--- config.mk ---
export PLATFORM = sky130hd
export DESIGN_NAME = ide_cycle_sequencer
export DESIGN_NICKNAME = d
export VERILOG_FILES = /design/src/rtl/ide_cycle_sequencer.sv
export SDC_FILE = /design/constraint.sdc
export NUM_CORES = 1
export LEC_CHECK = 0
export CORE_MARGIN = 10
export CORE_UTILIZATION = 40
export CTS_BUF_LIST = sky130_fd_sc_hd__clkbuf_2
export CTS_CLUSTER_DIAMETER = 50
export DETAILED_ROUTE_END_ITERATION = 7
export HOLD_SLACK_MARGIN = 0.05
export PLACE_DENSITY = 0.78
export SLEW_MARGIN = 20
export SYNTH_ARGS = -nofsm -noshare
export SYNTH_HDL_FRONTEND = slang
export SYNTH_SLANG_ARGS = --single-unit
--- constraint.sdc ---
create_clock -name CLK -period 2.1 [get_ports CLK]
set_input_delay 0.42 -clock CLK [delete_from_list [all_inputs] [get_ports CLK]]
set_output_delay 0.42 -clock CLK [all_outputs]
set_load 0.005 [all_outputs]
--- src/rtl/ide_cycle_sequencer.sv ---
// ============================================================================
//  Module      : ide_cycle_sequencer
//  Description : Runs each CPU bus cycle that hits the IDE board window.
//                The address is decoded into ATA task-file selects (CS0/CS1,
//                DA) or the boot ROM half. The module times the IOR/IOW
//                strobes and ROM_OE_n, then raises dtack to the bus glue.
//                Optional IORDY wait-state support is enabled by defining
//                the macro IDE_IORDY_EN.
//  Revision    : 1.0 - initial release
// ============================================================================
`default_nettype none

module ide_cycle_sequencer #(
  parameter int unsigned SETUP_CYC     = 1,
  parameter int unsigned STROBE_CYC    = 2,
  parameter int unsigned ROM_CYC       = 2,
  parameter int unsigned IORDY_TIMEOUT = 32
) (
  input  logic        CLK,
  input  logic        RESET_n,
  input  logic [23:1] ADDR,
  input  logic        AS_n,
  input  logic        UDS_n,
  input  logic        LDS_n,
  input  logic        RW,
  input  logic        ide_access,
  input  logic        IORDY,
  output logic        IDE_CS0_n,
  output logic        IDE_CS1_n,
  output logic [2:0]  IDE_DA,
  output logic        IDE_IOR_n,
  output logic        IDE_IOW_n,
  output logic        ROM_OE_n,
  output logic        dtack,
  output logic        busy
);

  localparam logic [3:0] C_SETUP_N  = 4'(SETUP_CYC);
  localparam logic [3:0] C_STROBE_N = 4'(STROBE_CYC);
  localparam logic [3:0] C_ROM_N    = 4'(ROM_CYC);
  localparam logic [5:0] C_TMO_N    = 6'(IORDY_TIMEOUT);

  typedef enum logic [2:0] {
    S_IDLE   = 3'd0,
    S_SETUP  = 3'd1,
    S_STROBE = 3'd2,
    S_ROMRD  = 3'd3,
    S_ACK    = 3'd4
  } state_t;

  state_t      state_q, state_d;
  logic [3:0]  cnt_q, cnt_d;
  logic        rom_q, rom_d;     // cycle targets the ROM half
  logic        rw_q, rw_d;       // cycle direction captured at start
  logic        cs1_q, cs1_d;     // CS1 (rather than CS0) selected
  logic [2:0]  da_q, da_d;
  logic [5:0]  tmo_q, tmo_d;     // remaining IORDY wait budget

  logic        start;
  logic        cnt_exp;
  logic [3:0]  cnt_dec;
  logic        iordy_s;

  // A write may only start once a data strobe shows the data is valid.
  assign start   = ide_access & ~AS_n & (RW | ~UDS_n | ~LDS_n);
  assign cnt_exp = (cnt_q <= 4'd1);
  assign cnt_dec = (cnt_q == 4'd0) ? 4'd0 : cnt_q - 4'd1;

`ifdef IDE_IORDY_EN
  logic [1:0] iordy_sync_q;

  // Two-flop synchroniser for the drive's asynchronous IORDY.
  always_ff @(posedge CLK or negedge RESET_n) begin
    if (!RESET_n) iordy_sync_q <= 2'b11;
    else          iordy_sync_q <= {iordy_sync_q[0], IORDY};
  end

  assign iordy_s = iordy_sync_q[1];

  logic unused_ok;
  assign unused_ok = ^{ADDR[23:16], ADDR[8:1]};
`else
  assign iordy_s = 1'b1;

  logic unused_ok;
  assign unused_ok = ^{ADDR[23:16], ADDR[8:1], IORDY, C_TMO_N};
`endif

  // State and captured decode registers; async reset drops every strobe at once.
  always_ff @(posedge CLK or negedge RESET_n) begin
    if (!RESET_n) begin
      state_q <= S_IDLE;
      cnt_q   <= 4'd0;
      rom_q   <= 1'b0;
      rw_q    <= 1'b0;
      cs1_q   <= 1'b0;
      da_q    <= 3'd0;
      tmo_q   <= 6'd0;
    end else begin
      state_q <= state_d;
      cnt_q   <= cnt_d;
      rom_q   <= rom_d;
      rw_q    <= rw_d;
      cs1_q   <= cs1_d;
      da_q    <= da_d;
      tmo_q   <= tmo_d;
    end
  end

  // Next-state logic; counters count down and stick at zero.
  always_comb begin
    state_d = state_q;
    cnt_d   = cnt_q;
    rom_d   = rom_q;
    rw_d    = rw_q;
    cs1_d   = cs1_q;
    da_d    = da_q;
    tmo_d   = tmo_q;
    case (state_q)
      S_IDLE: begin
        if (start) begin
          rw_d  = RW;
          rom_d = ADDR[15];
          if (ADDR[15]) begin
            if (RW) begin
              state_d = S_ROMRD;
              cnt_d   = C_ROM_N;
            end else begin
              state_d = S_ACK;   // ROM is read-only: acknowledge and ignore
            end
          end else begin
            cs1_d   = ADDR[12];
            da_d    = ADDR[11:9];
            state_d = S_SETUP;
            cnt_d   = C_SETUP_N;
          end
        end
      end
      S_SETUP: begin
        if (AS_n) begin
          state_d = S_IDLE;
        end else if (cnt_exp) begin
          state_d = S_STROBE;
          cnt_d   = C_STROBE_N;
          tmo_d   = C_TMO_N;
        end else begin
          cnt_d = cnt_dec;
        end
      end
      S_STROBE: begin
        if (AS_n) begin
          state_d = S_IDLE;
        end else if (cnt_exp) begin
          if (!iordy_s && (tmo_q != 6'd0)) tmo_d = tmo_q - 6'd1;
          else                             state_d = S_ACK;
        end else begin
          cnt_d = cnt_dec;
        end
      end
      S_ROMRD: begin
        if (AS_n)         state_d = S_IDLE;
        else if (cnt_exp) state_d = S_ACK;
        else              cnt_d   = cnt_dec;
      end
      S_ACK: begin
        if (AS_n) state_d = S_IDLE;
      end
      default: state_d = S_IDLE;
    endcase
  end

  logic ide_sel;
  assign ide_sel   = ~rom_q & ((state_q == S_SETUP) | (state_q == S_STROBE) | (state_q == S_ACK));
  assign IDE_CS0_n = ~(ide_sel & ~cs1_q);
  assign IDE_CS1_n = ~(ide_sel &  cs1_q);
  assign IDE_DA    = da_q;
  assign IDE_IOR_n = ~((state_q == S_STROBE) &  rw_q);
  assign IDE_IOW_n = ~((state_q == S_STROBE) & ~rw_q);
  assign ROM_OE_n  = ~(rom_q & rw_q & ((state_q == S_ROMRD) | (state_q == S_ACK)));
  assign dtack     = (state_q == S_ACK);
  assign busy      = (state_q != S_IDLE);

endmodule

`default_nettype wire
==> Yosys cells after proc, flatten, opt, wreduce, memory -nomap -nowiden <==
Index checks and enable logic that the tools add are counted.
W data, S select, Z words.
{ "op_classes": {"mux": 18, "magnitude_cmp": 1, "n_addsub": 1, "bitwise_logic": 26, "n_reduce_logical": 9, "eq_ne": 12} }
{ "op_table": {"columns": ["cell", "n"], "rows": [
  ["$mux W4", 8],
  ["$mux W3", 8],
  ["$not A1 Y1", 12],
  ["$pmux W3 S4", 1],
  ["$pmux W4 S3", 1],
  ["$ne A2 B2 Y1 const B", 5],
  ["$and A1 B1 Y1", 9],
  ["$eq A3 B2 Y1 const B", 2],
  ["$ne A3 B3 Y1 const B", 2],
  ["$reduce_and A6 Y1", 1],
  ["$reduce_bool A3 Y1", 2],
  ["$or A1 B1 Y1", 5],
  ["$le A4 B1 Y1 const B", 1],
  ["$logic_not A4 Y1", 1],
  ["$reduce_and A4 Y1", 1],
  ["$sub A4 B1 Y4 const B", 1],
  ["$eq A3 B1 Y1 const B", 1],
  ["$eq A3 B3 Y1 const B", 1],
  ["$logic_not A3 Y1", 1],
  ["$ne A3 B1 Y1 const B", 1],
  ["$reduce_and A3 Y1", 1],
  ["$reduce_and A2 Y1", 1],
  ["$reduce_or A2 Y1", 1]
]} }
{ "word_totals": {"input_bits": 31, "word_cells": 73, "out_inout_bits": 10, "regBits": 13} }

==> Logic depth before layout (Yosys ltp) <==
{ "depth": {"ltp_word": 6, "ltp_mapped": 5, "depth_no_buf": 4} }

==> Worst setup path before layout <==
OpenSTA, ideal clock, no wires.
{ "synth_path": {"kind": "flip-flop to output port", "from": "register state_q[2]", "to": "output port IDE_IOW_n", "t_arrival_ps": 1154, "setup_slack_ps": 526, "path_stages_with_launch": 4, "n_path_buf": 1, "cell_sequence": "dfrtp_1 > buf_6 > nor2b_1 > or3b_2"} }
{ "synth_between": {"elab_chain_cells": 3} }
{ "synth_rtl": {"columns": ["item", "line_no", "source"], "rows": [
  ["start: declaration", "51", "state_t state_q, state_d;"],
  ["start signal: assignment", "100", "state_q <= state_d;"],
  ["$eq A3 B2 Y1", null, null],
  ["$and A1 B1 Y1", "178", "assign IDE_IOW_n = ~((state_q == S_STROBE) & ~rw_q);"],
  ["$not A1 Y1", "178", null],
  ["end: declaration", "32", "output logic IDE_IOW_n,"]
]} }
Every way passes these cells.

==> Worst setup path after layout <==
Ends and elaborated chain as after synthesis.

==> results.toml <==
[synthesis]
syn_avg_cell_area_um2 = 10.6
ys.warnings.count = 0
syn_area_um2 = 795
synth_top_area_share = 0.409
ys_ff_latch = 13
syn-num-nets = 106
synth.distinct_cells = 38
synth_area_leaders = "dfrtp_1 41%, mux2_4 9.4%, nor2_1 3.3%, buf_6 2.8%, mux2_2 2.8%"
synth_top_area_cell = "dfrtp_1"
yosysSeqAreaShare = 0.409
syn-instance-count = 75

[clocking]
cts.path.max_buffers = 2
cts_tree = "done"
cts-root-buf = "clkbuf_2"
cts_num_sinks = 13
cts_made_buffers = 3
path_clk_slew_ns = 0.13
clk_latency_ns = 0.26
h-tree-depth = 1

[floorplan]
die_y_um = 64.6
rows = 16
design.core.area_um2 = 1920
ios = 41
dieArea_um2 = 4170
start_util = 0.413
die_w_um = 64.6

[cells_and_area]
final_common_cell = "clkdlybuf4s50_1"
final_cell_mix = "15 x clkdlybuf4s50_1, 11 x dfrtp_1, 11 x buf_4, 7 x nor2_1, 5 x mux2_4"
area_growth_pct = 40.6
antennaDiodeCount = 0
drive_gt1_frac = 0.306
num-nets-final = 140

[worst_setup_path]
arrival_ns = 1.60
crit_type = "register to output pin"
path_max_fanout = 3
r2r_start = "state_q[1]"
start_kind = "register"
timing.rr.end = "cnt_q[0]"
reg2reg_slack_ns = 0.33
endpoint_kind = "output pin"
ff2ff_path_depth = 6
required_ns = 1.68

[drt]
wirelength_mm = 1.95
first_pass_iters = 4
antenna_left = 0
drc = 0
drt_iter0_drc = 26
wl_per_cell_um = 14.5
num_vias = 685
viasPerCell = 5.07

[power]
leakagePower_nw = 0.503
power_density_nw_per_um2 = 998
ir_worst_vdd_mv = 0.540

[timing]
fin_crit_sh = 0.962
tightest_slew_ns = 0.576
fmax_mhz = 495
setup_violations = 0
post-route-min-period_ns = 2.02
skew_ns = 0.000925
slew_violations = 0
finalHoldViolCount = 0
hold_slack_ns = 0.507
worst_slack_ns = 0.0794
maxSlewHeadroom = 0.615
setup_tns_ns = 0
rsz0062_at_grt = "false"

[global_routing]
track_usage = 0.0976
antenna_found_initial = 0
grt_max_degree = 14
grt_pass1_wl_mm = 3.40
grt_pass1_vias = 735
overflow = 0

[min_path]
min_path_type = "input pin to async pin"

[placement]
finalWeightedCongestion = 0.940
dp_hpwl_mm = 1.47
dp_slack_ns = 0.0653
port_buffers = 21

[run]
max-cap-violations = 0

[outcome]
outcome = "complete, no violations"
worst max path at each step:
stage               startpoint   endpoint  slack, ns
detailed placement  state_q[1]  IDE_CS0_n       0.07
global placement          AS_n  IDE_DA[1]       0.08
global route        state_q[2]  IDE_IOW_n      0.007
finish              state_q[2]  IDE_IOW_n       0.08
CTS                 state_q[1]  IDE_IOR_n       0.03
floorplan           state_q[2]  IDE_IOW_n       0.53
routing by layer:
metal,global-route usage,vias to the layer above,part of all wire
li1,-,341,-
met1,0.117,331,0.43
met2,0.163,11,0.51
met3,0.0241,2,0.046
met4,0.0401,0,0.011
met5,0,-,0
sequential cells by signal, summed over array words and instances (netlist names):
name,flops
IDE_DA,3
cnt_q,4
cs1_q,1
rom_q,1
rw_q,1
state_q,3
kinds of logic after synthesis:
| logic type | after synthesis | synth area share |
|---|---|---|
| buf+inv | 5 | 0.0472 |
| mux | 8 | 0.135 |
| simple gates | 27 | 0.208 |
| flops | 13 | 0.409 |
| xor+xnor | 1 | 0.0110 |
| compound gates | 21 | 0.189 |
through the flow:
step / utilization / power (mW) / std cells / cell area [um2]
floorplan: - / 0.747 / 75 / 795
global placement: 0.544 / 0.946 / 125 / 1050
detailed placement: 0.544 / 0.961 / 125 / 1050
CTS: 0.570 / 1.11 / 133 / 1100
global route: 0.581 / 1.21 / 135 / 1120
finish: 0.581 / 1.11 / 135 / 1120
power breakdown:
| part | switching, mW | leakage, nW | total, mW | internal, mW |
|---|---|---|---|---|
| clock network | 0.0817 | 0.0166 | 0.132 | 0.0505 |
| logic | 0.209 | 0.328 | 0.549 | 0.340 |
| registers | 0.0915 | 0.159 | 0.434 | 0.343 |
| total | 0.382 | 0.503 | 1.11 | 0.733 |
critical path, stage by stage, from the launching register on:
cell	delay (ns)
dfrtp_1	0.42
buf_4	0.15
nor2b_2	0.11
or3b_2	0.44
clkdlybuf4s15_1	0.22
final cells by class:
type | count | area [um2]
timing repair buffer | 32 | 292
multi-input combinational | 57 | 437
fill | 178 | 805
inverter | 2 | 7.51
sequential | 13 | 328
tap | 27 | 33.8
clock buffer | 4 | 20.0
synthesized netlist by cell type:
cell and number:
a21oi_1 4, a2bb2oi_1 1, or2_2 1, nor2_4 1, and2_1 1, a21o_1 1, nor4_1 1, nor2_1 7
o31a_1 1, nand3b_1 1, mux2i_1 1, inv_1 2, a2111oi_0 1, a311oi_1 1, o22a_1 2, o21a_1 1
dfrtp_1 13, o22ai_1 1, or3b_2 1, nand3_2 1, o32ai_1 1, or2_4 1, nand3_1 2, nand2_1 3
or3_4 1, mux2_2 2, or3_1 3, a211o_1 2, o21bai_1 1, buf_6 2, a211oi_1 1, mux2_4 5
buf_4 1, nor2b_1 1, o21ai_0 3, nor3_2 1, nand2b_1 1, xor2_1 1
what timing repair did:
item                       4_1_cts  5_1_grt
gates resized for setup          9        3
pin swaps                        1        1
hold buffers                     0        0
setup endpoints to repair        7        4
setup buffers                    4        2
(Power assumes the default switching activity.)
==> RTL edit 1: new RTL, config.mk and constraints unchanged <==
The 5 states of `state_t` get a one-hot encoding in 5 bits.
--- a/src/rtl/ide_cycle_sequencer.sv
+++ b/src/rtl/ide_cycle_sequencer.sv
@@ -41,10 +41,10 @@
   localparam logic [5:0] C_TMO_N    = 6'(IORDY_TIMEOUT);
 
-  typedef enum logic [2:0] {
-    S_IDLE   = 3'd0,
-    S_SETUP  = 3'd1,
-    S_STROBE = 3'd2,
-    S_ROMRD  = 3'd3,
-    S_ACK    = 3'd4
+  typedef enum logic [4:0] {
+    S_IDLE   = 5'b00001,
+    S_SETUP  = 5'b00010,
+    S_STROBE = 5'b00100,
+    S_ROMRD  = 5'b01000,
+    S_ACK    = 5'b10000
   } state_t;
 
Check against the original RTL: same outputs for any inputs over 10 cycles, from zero or initial values and one cycle with RESET_n low; not proved beyond that.
==> RTL edit 1 against the original RTL <==
  * Power grew 5.9%
  * Synthesized area grew 23%
  * Highest routed layer unchanged
  * Routed wire length grew 34%
  * Final area grew 19%
  * Hold slack gained 0.0015 ns
  * Sequential cell count grew 2
  * Setup slack gained 0.0095 ns
  * Maximum frequency grew 0.47%
==> RTL edit 1: results <==
[synth]
yosys.area.top_type = dfrtp_1
synthDistinctLibCells = 41
synthArstFlopShare_pct = 100
synth_compound_area_share_pct = 18.5
yosys-top-cells-count = 14 x dfrtp_1, 11 x nor2_1, 6 x mux2_1, 6 x nand2_1, 4 x o21ai_0
muxShareOfSynthArea_pct = 12.2
synth_xor_area_share_pct = 4.59
syn_nets = 123
yosys-top-cells-area = dfrtp_1 36%, mux2_1 6.9%, nor2_1 4.2%, buf_6 3.4%, mux2_4 3.1%
synthAdderAreaFrac_pct = 0
avgSynthCellArea_um2 = 10.7
ys_seq_area_share_pct = 38.4
yosys_warnings = 0

[clock_tree]
clk_latency_ns = 0.30
cts-buffers-inserted = 3
path_clk_slew_ns = 0.15
clock_tree.root_cell = clkbuf_2
ctsLongestPathBuffers = 2
postCtsResizedCells = 23
cts_htree_levels = 1
post_cts.repair.setup_buffers = 8

[global_routing]
track_usage_pct = 10.4
antenna_found_initial = 0
grt_pass1_vias = 904
grt_max_degree = 16
grt_pass1_wl_um = 4200

[timing]
tightest_slew_ns = 0.680
slew_violations = 0
finalClockSkew_ns = 0.00285
timing.hold.ws_ns = 0.509

[final_layout]
top_register = state_q
diodes = 0
largest_reg_flops = 5
fin_nets = 158
drive_above_1_share_pct = 35.7

[placed_design]
pre_cts_ws_ns = -0.00780
io_buffers = 21
hpwlAfterDp_um = 1900
gp_routability_congestion = 0.852
placed_area_um2 = 1220
placed_cells = 142

[drt]
wl_um = 2610
dr.pass1.iters = 4
wl_per_cell_um = 16.9
drtIter0Drc = 16
vias_per_cell = 5.45

[worst_setup_path]
reg2reg_from = state_q[2]
arrival_ns = 1.59
crit_family = flip-flops
r2r_end = state_q[2]
slowest_delay_ns = 0.46
setup.reg_to_reg.worst_slack_ns = 0.10
rr_worst_depth = 7
cp_slowest_cell = dfrtp_2

[power_and_ir_drop]
total_leakage_power_uw = 0.000560
vdd_drop_max_v = 0.000779

[run_status]
outcome = finished, final reports clean

[worst_hold_path]
hp-class = in2async
## RTL edit 1: cell types whose count changed in the layout (fill, tap and decap cells not counted), sizes merged, moves of 2 or more
cell | before | now
a21oi | 4 | 2
a211o | 2 | 0
and3 | 0 | 2
o2bb2ai | 0 | 2
nand2 | 3 | 7
o21ai | 3 | 7
o22a | 2 | 0
nor2 | 8 | 14
buf | 11 | 15
mux2 | 7 | 10
## RTL edit 1: worst register-to-register path, cell delays in order, from the launching register on
cell and delay [ns]:
dfrtp_2 0.48, buf_4 0.17, buf_4 0.15, xor2_4 0.16, o211a_4 0.28, a21oi_2 0.16
a2bb2oi_2 0.17, mux2_1 0.33
## RTL edit 1: report_power, final
part / total (uW) / internal (uW) / switching, uW
logic: 543 / 305 / 238
clock network: 141 / 43.1 / 98.2
registers: 496 / 386 / 110
## RTL edit 1: worst max-delay path by stage
stage | start | to | slack (ns) | depth (start not counted)
floorplan | state_q[3] | state_q[2] | 0.42 | 6
global placement | RW | IDE_DA[2] | 0.06 | 5
detailed placement | state_q[2] | IDE_CS1_n | -0.008 | 5
CTS | state_q[4] | IDE_CS0_n | -0.002 | 6
global route | state_q[4] | IDE_CS0_n | -0.02 | 6
finish | state_q[4] | IDE_CS0_n | 0.09 | 6
## RTL edit 1: cell type report
class | instances | area, um2
Clock buffer | 3 | 15.0
Clock inverter | 1 | 5.00
Fill cell | 195 | 946
Inverter | 2 | 7.51
Multi-Input combinational cell | 71 | 594
Sequential cell | 15 | 380
Tap cell | 28 | 35.0
Timing Repair Buffer | 34 | 293
## RTL edit 1: per-layer routing
layer | global-route usage, % | wire [um]
met2 | 19.4 | 1410
met3 | 2.71 | 114
met5 | 0 | 0
met4 | 3.99 | 29
met1 | 10.5 | 1060
==> RTL edit 2: new RTL, config.mk and constraints unchanged <==
Without the edit above. The option `IDE_IORDY_EN` is turned on by a define.
--- a/src/rtl/ide_cycle_sequencer.sv
+++ b/src/rtl/ide_cycle_sequencer.sv
@@ -10,4 +10,6 @@
 // ============================================================================
 `default_nettype none
+
+`define IDE_IORDY_EN
 
 module ide_cycle_sequencer #(
Check against the original RTL: not equivalent (Yosys sat finds a counterexample within 10 cycles, from zero or initial values and one cycle with RESET_n low).
==> RTL edit 2 against the original RTL <==
  * Routed wire length up 67%
  * Die area is 37% higher
  * Critical path depth unchanged
  * Sequential share of layout area rose by 2.3 points
  * Via count grew 74%
  * Non-clock buffer count rose by 8
  * Sequential cell count grew 8
  * Final area grew 49%
  * Power is 87% higher
  * Synthesized area increased by 55%
  * Maximum frequency fell by 0.91%
  * Setup slack worse by 0.018 ns
  * Largest power group unchanged
  * Core utilization down 2.6 points
==> RTL edit 2: results <==
[run_status]
outcome = finished, final reports clean

[synth]
synthDistinctLibCells = 45
synth_xor_area_share_pct = 0.711
yosys-top-cells-count = 19 x dfrtp_1, 12 x o21ai_0, 11 x nor3_1
syn_nets = 166
muxShareOfSynthArea_pct = 5.49
synth_compound_area_share_pct = 22.4

[timing]
timing.hold.ws_ns = 0.345
relSlewSlack_pct = 74.2
period_needed_ns = 2.04

[placed_design]
placed_area_um2 = 1600
io_buffers = 22
gp_routability_congestion = 0.803
pre_cts_ws_ns = -0.0400
hpwlAfterDp_um = 2580

[power_and_ir_drop]
vdd_drop_max_v = 0.000617
total_leakage_power_uw = 0.000683
p_sw_share_pct = 40.3

[final_layout]
drive_above_1_share_pct = 27.5
fin_cells = 204

[global_routing]
grt_pass1_wl_um = 5600
grt_pass1_vias = 1260
grt_max_degree = 15

[clock_tree]
post_cts.repair.setup_buffers = 0

[worst_setup_path]
setup.reg_to_reg.worst_slack_ns = 0.10

[drt]
wl_per_cell_um = 16.0
## RTL edit 2: changes by cell type in the layout (fill, tap and decap cells not counted), moves of 3 or more
cell / before / now
nor3_1: 0 / 9
nand2_1: 3 / 8
buf_6: 0 / 3
o21ai_0: 3 / 11
buf_4: 11 / 15
inv_1: 2 / 8
o211ai_1: 0 / 3
dfrtp_1: 11 / 19
mux2_2: 2 / 6
mux2_4: 5 / 0
## RTL edit 2: layout make-up
cell class | instances | area [um2]
Clock buffer | 3 | 15.0
Multi-Input combinational cell | 98 | 693
Tap cell | 33 | 41.3
Timing Repair Buffer | 40 | 357
Fill cell | 275 | 1330
Inverter | 8 | 30.0
Sequential cell | 21 | 528
Clock inverter | 1 | 5.00
## RTL edit 2: kinds of logic after synthesis
group                    count (synthesis)
XOR/XNOR                                 1
AND/OR/NAND/NOR                         50
flip-flops                              21
buffers and inverters                   14
multiplexers                             6
adder cells (fa/ha/maj)                  2
AO/OA/AOI/OAI                           39
## RTL edit 2: critical path: stages, from the launching register on
cell and delay [ns]:
dfrtp_1 0.43, buf_6 0.16, nor3_4 0.20, inv_1 0.06
clkdlybuf4s50_1 0.44
## RTL edit 2: layer usage
layer / part of all wire [%] / global-route usage, % / vias to the layer above
met5: 0 / 0 / -
met4: 1.6 / 4.54 / 0
met3: 9.7 / 3.78 / 6
met2: 51 / 21.7 / 61
met1: 38 / 13.5 / 558
li1: - / - / 564
## RTL edit 2: final timing paths
path                                    to            start  cells after the start
max reg2reg                       tmo_q[3]         cnt_q[3]                      4
min in group CLK           iordy_sync_q[1]  iordy_sync_q[0]                      0
max in group asynchronous         cnt_q[0]          RESET_n                      2
max                                   busy       state_q[1]                      4
min                                  cs1_q          RESET_n                      1
min reg2reg                iordy_sync_q[1]  iordy_sync_q[0]                      0
